==> config.mk <==
export PLATFORM = sky130hd
export DESIGN_NAME = tpg_sequencer_ctrl
export DESIGN_NICKNAME = d
export VERILOG_FILES = /design/src/rtl/tpg_pkg.sv /design/src/rtl/tpg_prescaler.sv /design/src/rtl/tpg_sequencer_ctrl.sv
export SDC_FILE = /design/constraint.sdc
export NUM_CORES = 1
export LEC_CHECK = 0
export CORE_MARGIN = 1.5
export CORE_UTILIZATION = 35
export DETAILED_ROUTE_END_ITERATION = 7
export SYNTH_ARGS = -nofsm -noshare
export SYNTH_HDL_FRONTEND = slang
export SYNTH_SLANG_ARGS = --single-unit
==> constraint.sdc <==
create_clock -name sys_clk_in -period 2.9 [get_ports sys_clk_in]
set_input_delay 0.87 -clock sys_clk_in [delete_from_list [all_inputs] [get_ports sys_clk_in]]
set_output_delay 0.87 -clock sys_clk_in [all_outputs]
set_load 0.005 [all_outputs]
==> src/rtl/tpg_pkg.sv <==
`default_nettype none
// ============================================================================
// Module      : tpg_pkg
// Description : Shared encodings for the four-phase timing-pulse generator:
//               FSM state codes, T1..T4 one-hot constants, last phase index.
// Revision    : 1.0 - initial release
// ============================================================================
package tpg_pkg;

  // Controller state codes
  localparam logic [1:0] S_IDLE     = 2'd0;
  localparam logic [1:0] S_RUN      = 2'd1;
  localparam logic [1:0] S_STOPPING = 2'd2;
  localparam logic [1:0] S_STEP     = 2'd3;

  typedef enum logic [1:0] {
    ST_IDLE     = S_IDLE,
    ST_RUN      = S_RUN,
    ST_STOPPING = S_STOPPING,
    ST_STEP     = S_STEP
  } state_e;

  // One-hot phase outputs, bit0 = T1
  localparam logic [3:0] T1 = 4'b0001;
  localparam logic [3:0] T2 = 4'b0010;
  localparam logic [3:0] T3 = 4'b0100;
  localparam logic [3:0] T4 = 4'b1000;

  // Each T phase spans two ticks, so a full T1..T4 cycle ends at index 7
  localparam logic [2:0] PH_LAST = 3'd7;

  // Map the two upper phase-index bits onto the one-hot T output
  function automatic logic [3:0] phase_onehot(input logic [1:0] idx);
    logic [3:0] oh;
    case (idx)
      2'd0:    oh = T1;
      2'd1:    oh = T2;
      2'd2:    oh = T3;
      default: oh = T4;
    endcase
    return oh;
  endfunction

endpackage
`default_nettype wire

==> src/rtl/tpg_prescaler.sv <==
`default_nettype none
// ============================================================================
// Module      : tpg_prescaler
// Description : Free-running divider producing a one-clock tick every
//               TICK_DIV clocks, with a synchronous clear back to count 0.
// Revision    : 1.0 - initial release
// ============================================================================
module tpg_prescaler #(
  parameter int TICK_DIV = 33554432
) (
  input  logic clk,
  input  logic i_clr,
  output logic o_tick
);

  localparam int          CW     = (TICK_DIV > 1) ? $clog2(TICK_DIV) : 1;
  localparam logic [CW-1:0] C_LAST = CW'(TICK_DIV - 1);

  logic [CW-1:0] r_cnt;

  // Count 0..TICK_DIV-1 and wrap; a clear restarts the tick period
  always_ff @(posedge clk) begin
    if (i_clr) begin
      r_cnt <= '0;
    end else if (r_cnt == C_LAST) begin
      r_cnt <= '0;
    end else begin
      r_cnt <= r_cnt + 1'b1;
    end
  end

  assign o_tick = (r_cnt == C_LAST);

endmodule
`default_nettype wire

==> src/rtl/tpg_sequencer_ctrl.sv <==
`default_nettype none
// ============================================================================
// Module      : tpg_sequencer_ctrl
// Description : Sequencer for the CP + T1..T4 timing-pulse generator.
//               Handles free-run, graceful stop at end of T4 and single-step
//               from one-cycle command pulses; level clear acts as reset.
// Revision    : 1.0 - initial release
// ============================================================================
module tpg_sequencer_ctrl
  import tpg_pkg::*;
#(
  parameter int TICK_DIV = 33554432,
  parameter int CNT_W    = 8
) (
  input  logic             sys_clk_in,
  input  logic             sys_rst_n,
  input  logic             clr_n,
  input  logic             start_req,
  input  logic             stop_req,
  input  logic             step_req,
  output logic             tick,
  output logic             cp,
  output logic [3:0]       t,
  output logic             busy,
  output logic [CNT_W-1:0] cycle_cnt
);

  state_e           r_state;
  logic [2:0]       r_ph;
  logic             r_cp;
  logic [3:0]       r_t;
  logic             r_busy;
  logic [CNT_W-1:0] r_cnt;

  logic             w_tick;
  logic             w_clr;
  logic             w_launch;
  logic             w_presc_clr;
  logic             w_adv;
  logic             w_eoc;
  state_e           w_state_nxt;
  logic [2:0]       w_ph_nxt;

  // Clear (reset or clr_n) dominates every command
  assign w_clr       = !sys_rst_n || !clr_n;
  // Launching a run or step realigns the prescaler so T1 gets full length
  assign w_launch    = (r_state == ST_IDLE) && (start_req || step_req);
  assign w_presc_clr = w_clr || w_launch;
  // Phase index advances on tick only while a cycle is in progress
  assign w_adv       = w_tick && (r_state != ST_IDLE);
  assign w_eoc       = w_adv && (r_ph == PH_LAST);

  tpg_prescaler #(
    .TICK_DIV (TICK_DIV)
  ) u_prescaler (
    .clk    (sys_clk_in),
    .i_clr  (w_presc_clr),
    .o_tick (w_tick)
  );

  // Next state and phase index; commands are judged against the pre-tick state
  always_comb begin
    w_state_nxt = r_state;
    w_ph_nxt    = w_adv ? (r_ph + 3'd1) : r_ph;
    case (r_state)
      ST_IDLE: begin
        if (start_req) begin
          w_state_nxt = ST_RUN;
          w_ph_nxt    = 3'd0;
        end else if (step_req) begin
          w_state_nxt = ST_STEP;
          w_ph_nxt    = 3'd0;
        end
      end
      ST_RUN: begin
        if (stop_req) begin
          w_state_nxt = ST_STOPPING;
        end
      end
      ST_STOPPING, ST_STEP: begin
        if (start_req) begin
          w_state_nxt = ST_RUN;
        end else if (w_eoc) begin
          w_state_nxt = ST_IDLE;
        end
      end
      default: begin
        w_state_nxt = ST_IDLE;
        w_ph_nxt    = 3'd0;
      end
    endcase
  end

  // FSM state plus registered outputs, derived from the next state/phase
  always_ff @(posedge sys_clk_in) begin
    if (w_clr) begin
      r_state <= ST_IDLE;
      r_ph    <= 3'd0;
      r_cp    <= 1'b0;
      r_t     <= 4'b0000;
      r_busy  <= 1'b0;
      r_cnt   <= '0;
    end else begin
      r_state <= w_state_nxt;
      r_ph    <= w_ph_nxt;
      if (w_tick) begin
        r_cp <= ~r_cp;
      end
      if (w_eoc) begin
        r_cnt <= r_cnt + CNT_W'(1);
      end
      r_busy <= (w_state_nxt != ST_IDLE);
      r_t    <= (w_state_nxt != ST_IDLE) ? phase_onehot(w_ph_nxt[2:1]) : 4'b0000;
    end
  end

  assign tick      = w_tick;
  assign cp        = r_cp;
  assign t         = r_t;
  assign busy      = r_busy;
  assign cycle_cnt = r_cnt;

endmodule
`default_nettype wire

==> out/results.txt <==
FP Rows - 27
Final Hold Violating Endpoints - 0
fill count - 568
Sw Share - 21.88%
total gr overflow - 0
ANT cells - 0
Internal - 0.0007902 W
status - completed
Reg clk slew, reported paths - 0.07 ns
Crit path buffers/inverters - 1
clock sink count - 44
Sw Pwr - 0.0002213 W
CP max FO - 3
Setup crit start - u_prescaler.r_cnt[1]
flop and latch count out of synthesis - 44
P&R area growth vs syn - 18.28%
# IOs - 21
vias in the first global route - 1598
detailed placement HPWL - 2817 microns
sequential power share - 60.4%
layout cells sized above 1 - 8.627%
DR vias - 1644
Leak Pwr - 0.8113 nW
Synth Instances - 231
endpoints failing setup - 0
Final GP Congestion - 0.8080
Setup crit end kind - output pin
Die ar. - 6235 sq um
Final Skew - 0.005913 ns
Syn Nets - 241
Max Slew Vio Count - 0
Antenna Nets Post-Route - 0
cell area after synthesis - 2019 sq um
most frequent CP cell - nand3_1
drt drc - 0
worst reg2reg startpoint - u_prescaler.r_cnt[16]
die height - 78.96 microns
Slew HR - 60.66%
Worst setup SP type - flip-flop
max-cap violation count - 0
setup_tns - 0 ns
RSZ-0062 raised after global routing - no
crit share post-route - 95.39%
DR WL/cell - 11.71 microns
Seq/Total Area, Yosys - 43.62%
detailed-route vias per instance - 5.028
critical path data arrival time - 1.90 ns
Max Freq - 361.5 MHz
Top FF cell, synth - dfxtp_1
cells along the critical path - ha_2 -> nand3_1 -> nor3_1 -> nand3_1 -> nor3_2 -> clkdlybuf4s50_1
Nets - 265
Max Root-Sink Buffers - 2
hold path startpoint - u_prescaler.r_cnt[0]
CP Data Required Time - 2.03 ns
Crit-path slowest cell - clkdlybuf4s50_1
GRT Total Usage - 14.28%
Initial Utilization - 36.45%
Netlist cell types - 37
PortBufs - 20
Post-synth EDFFs - 0
1st-pass router iterations - 4
PD cells - 423.5 nW/um^2
Clk pwr share - 35.3%
worst hold path class - flip-flop to flip-flop
WL final - 3830 microns
largest stage delay on the critical path - 0.52 ns
CTS HTree Levels - 2
Core Area - 5540 sq um
Slew @ Worst Pin - 0.5856 ns
antenna violations before repair - 0
crit path kind - flip-flop to output pin
Comb pwr share - 4.3%
maximum vdd drop - 267.6 uV
Clock Latency Late Sink - 0.29 ns
synth warn - 0
critical path's top delay family - simple AND/OR/NAND/NOR gates
first-iteration detailed-routing DRC count - 59
first-pass GRT wire length - 7100 microns
Root Buffer - clkbuf_8
most frequent cells in the layout - 45 x nor2_1, 43 x dfxtp_1, 20 x clkdlybuf4s50_1
CTS tree - yes
Post-CTS Hold Fix Bufs - 0
share of synthesized registers carrying an async set or reset - 0%
FF-to-FF setup slack - 0.82 ns
largest net degree at the start of global routing - 26
Hold WS - 0.4310 ns
most common cell after layout, fill and taps aside - nor2_1
post-CTS setup buffers - 0
min cycle time layout - 2.766 ns
Die Wd - 78.96 microns
post-synthesis average cell area - 8.742 sq um
TritonCTS Buffers - 5
-- power by group through the flow --
stage	logic, W	registers (W)	clock network, W
detailed placement	0.0000441	0.000625	0
global route	0.0000488	0.000612	0.000400
finish	0.0000435	0.000611	0.000357
floorplan	0.0000254	0.000625	0
CTS	0.0000441	0.000611	0.000377
global placement	0.0000431	0.000625	0
-- area by class of cell --
cell class	count	area (sq um)	area share, %
sequential	44	882.1	36.93
clock buffer	6	72.57	3.038
tap	72	90.09	3.772
clock inverter	1	5.005	0.2095
multi-input combinational	173	1086	45.47
timing repair buffer	23	222.7	9.324
inverter	8	30.03	1.257
-- Yosys cell counts (6+ instances only) --
cell type   n  area share, %
nor4_1      6            1.9
nor3_1      8            2.0
inv_1       8            1.5
xor2_1     10            4.3
nand2_1    17            3.2
dfxtp_1    44             44
nand4_1     8            2.5
nand3_1    17            4.2
xnor2_1    17            7.4
nor2_1     45            8.4
-- metrics by stage --
stage	total power, W	setup slack [ns]	util, %	std cells	cell area (sq um)
2_1_floorplan	0.0006503	0.8994	-	231	2019
3_3_place_gp	0.0006685	0.3825	41.55	320	2302
3_5_place_dp	0.0006695	0.3634	41.55	320	2302
4_1_cts	0.001032	0.01895	42.95	327	2380
5_1_grt	0.001061	0.01362	43.11	327	2389
6_report	0.001011	0.1338	43.11	327	2389
-- layer usage --
metal | vias to the layer above | share of wire, % | GRT usage (%)
li1 | 846 | - | -
met1 | 763 | 45 | 17.78
met2 | 28 | 49 | 23.16
met3 | 7 | 3.9 | 3.678
met4 | 0 | 1.6 | 6.316
met5 | - | 0 | 0
-- timing repair --
item,4_1_cts,5_1_grt
endpoints found under the hold margin,0,0
resized for setup,0,3
endpoints found under the setup margin,0,1
-- registers in the layout (all words and copies together), names as in the netlist --
register	flops
cp	1
u_prescaler.r_cnt	25
cycle_cnt	8
r_ph	3
r_state	2
busy	1
t	4
-- kinds of logic after synthesis --
family,synth area share [%]
AOI/OAI and AO/OA,5.143
xor gates and xnor gates,11.71
adders and majority gates,2.478
buffers and inverters,2.974
DFF,43.62
muxes,1.983
and+or+nand+nor,32.09
-- final timing paths --
kind / end / cells after the start
setup / recovery: tick / 6
hold reg to reg: u_prescaler.r_cnt[0] / 1
setup reg to reg: t[2] / 5
hold / removal: u_prescaler.r_cnt[0] / 1
(Power assumes the default switching activity.)
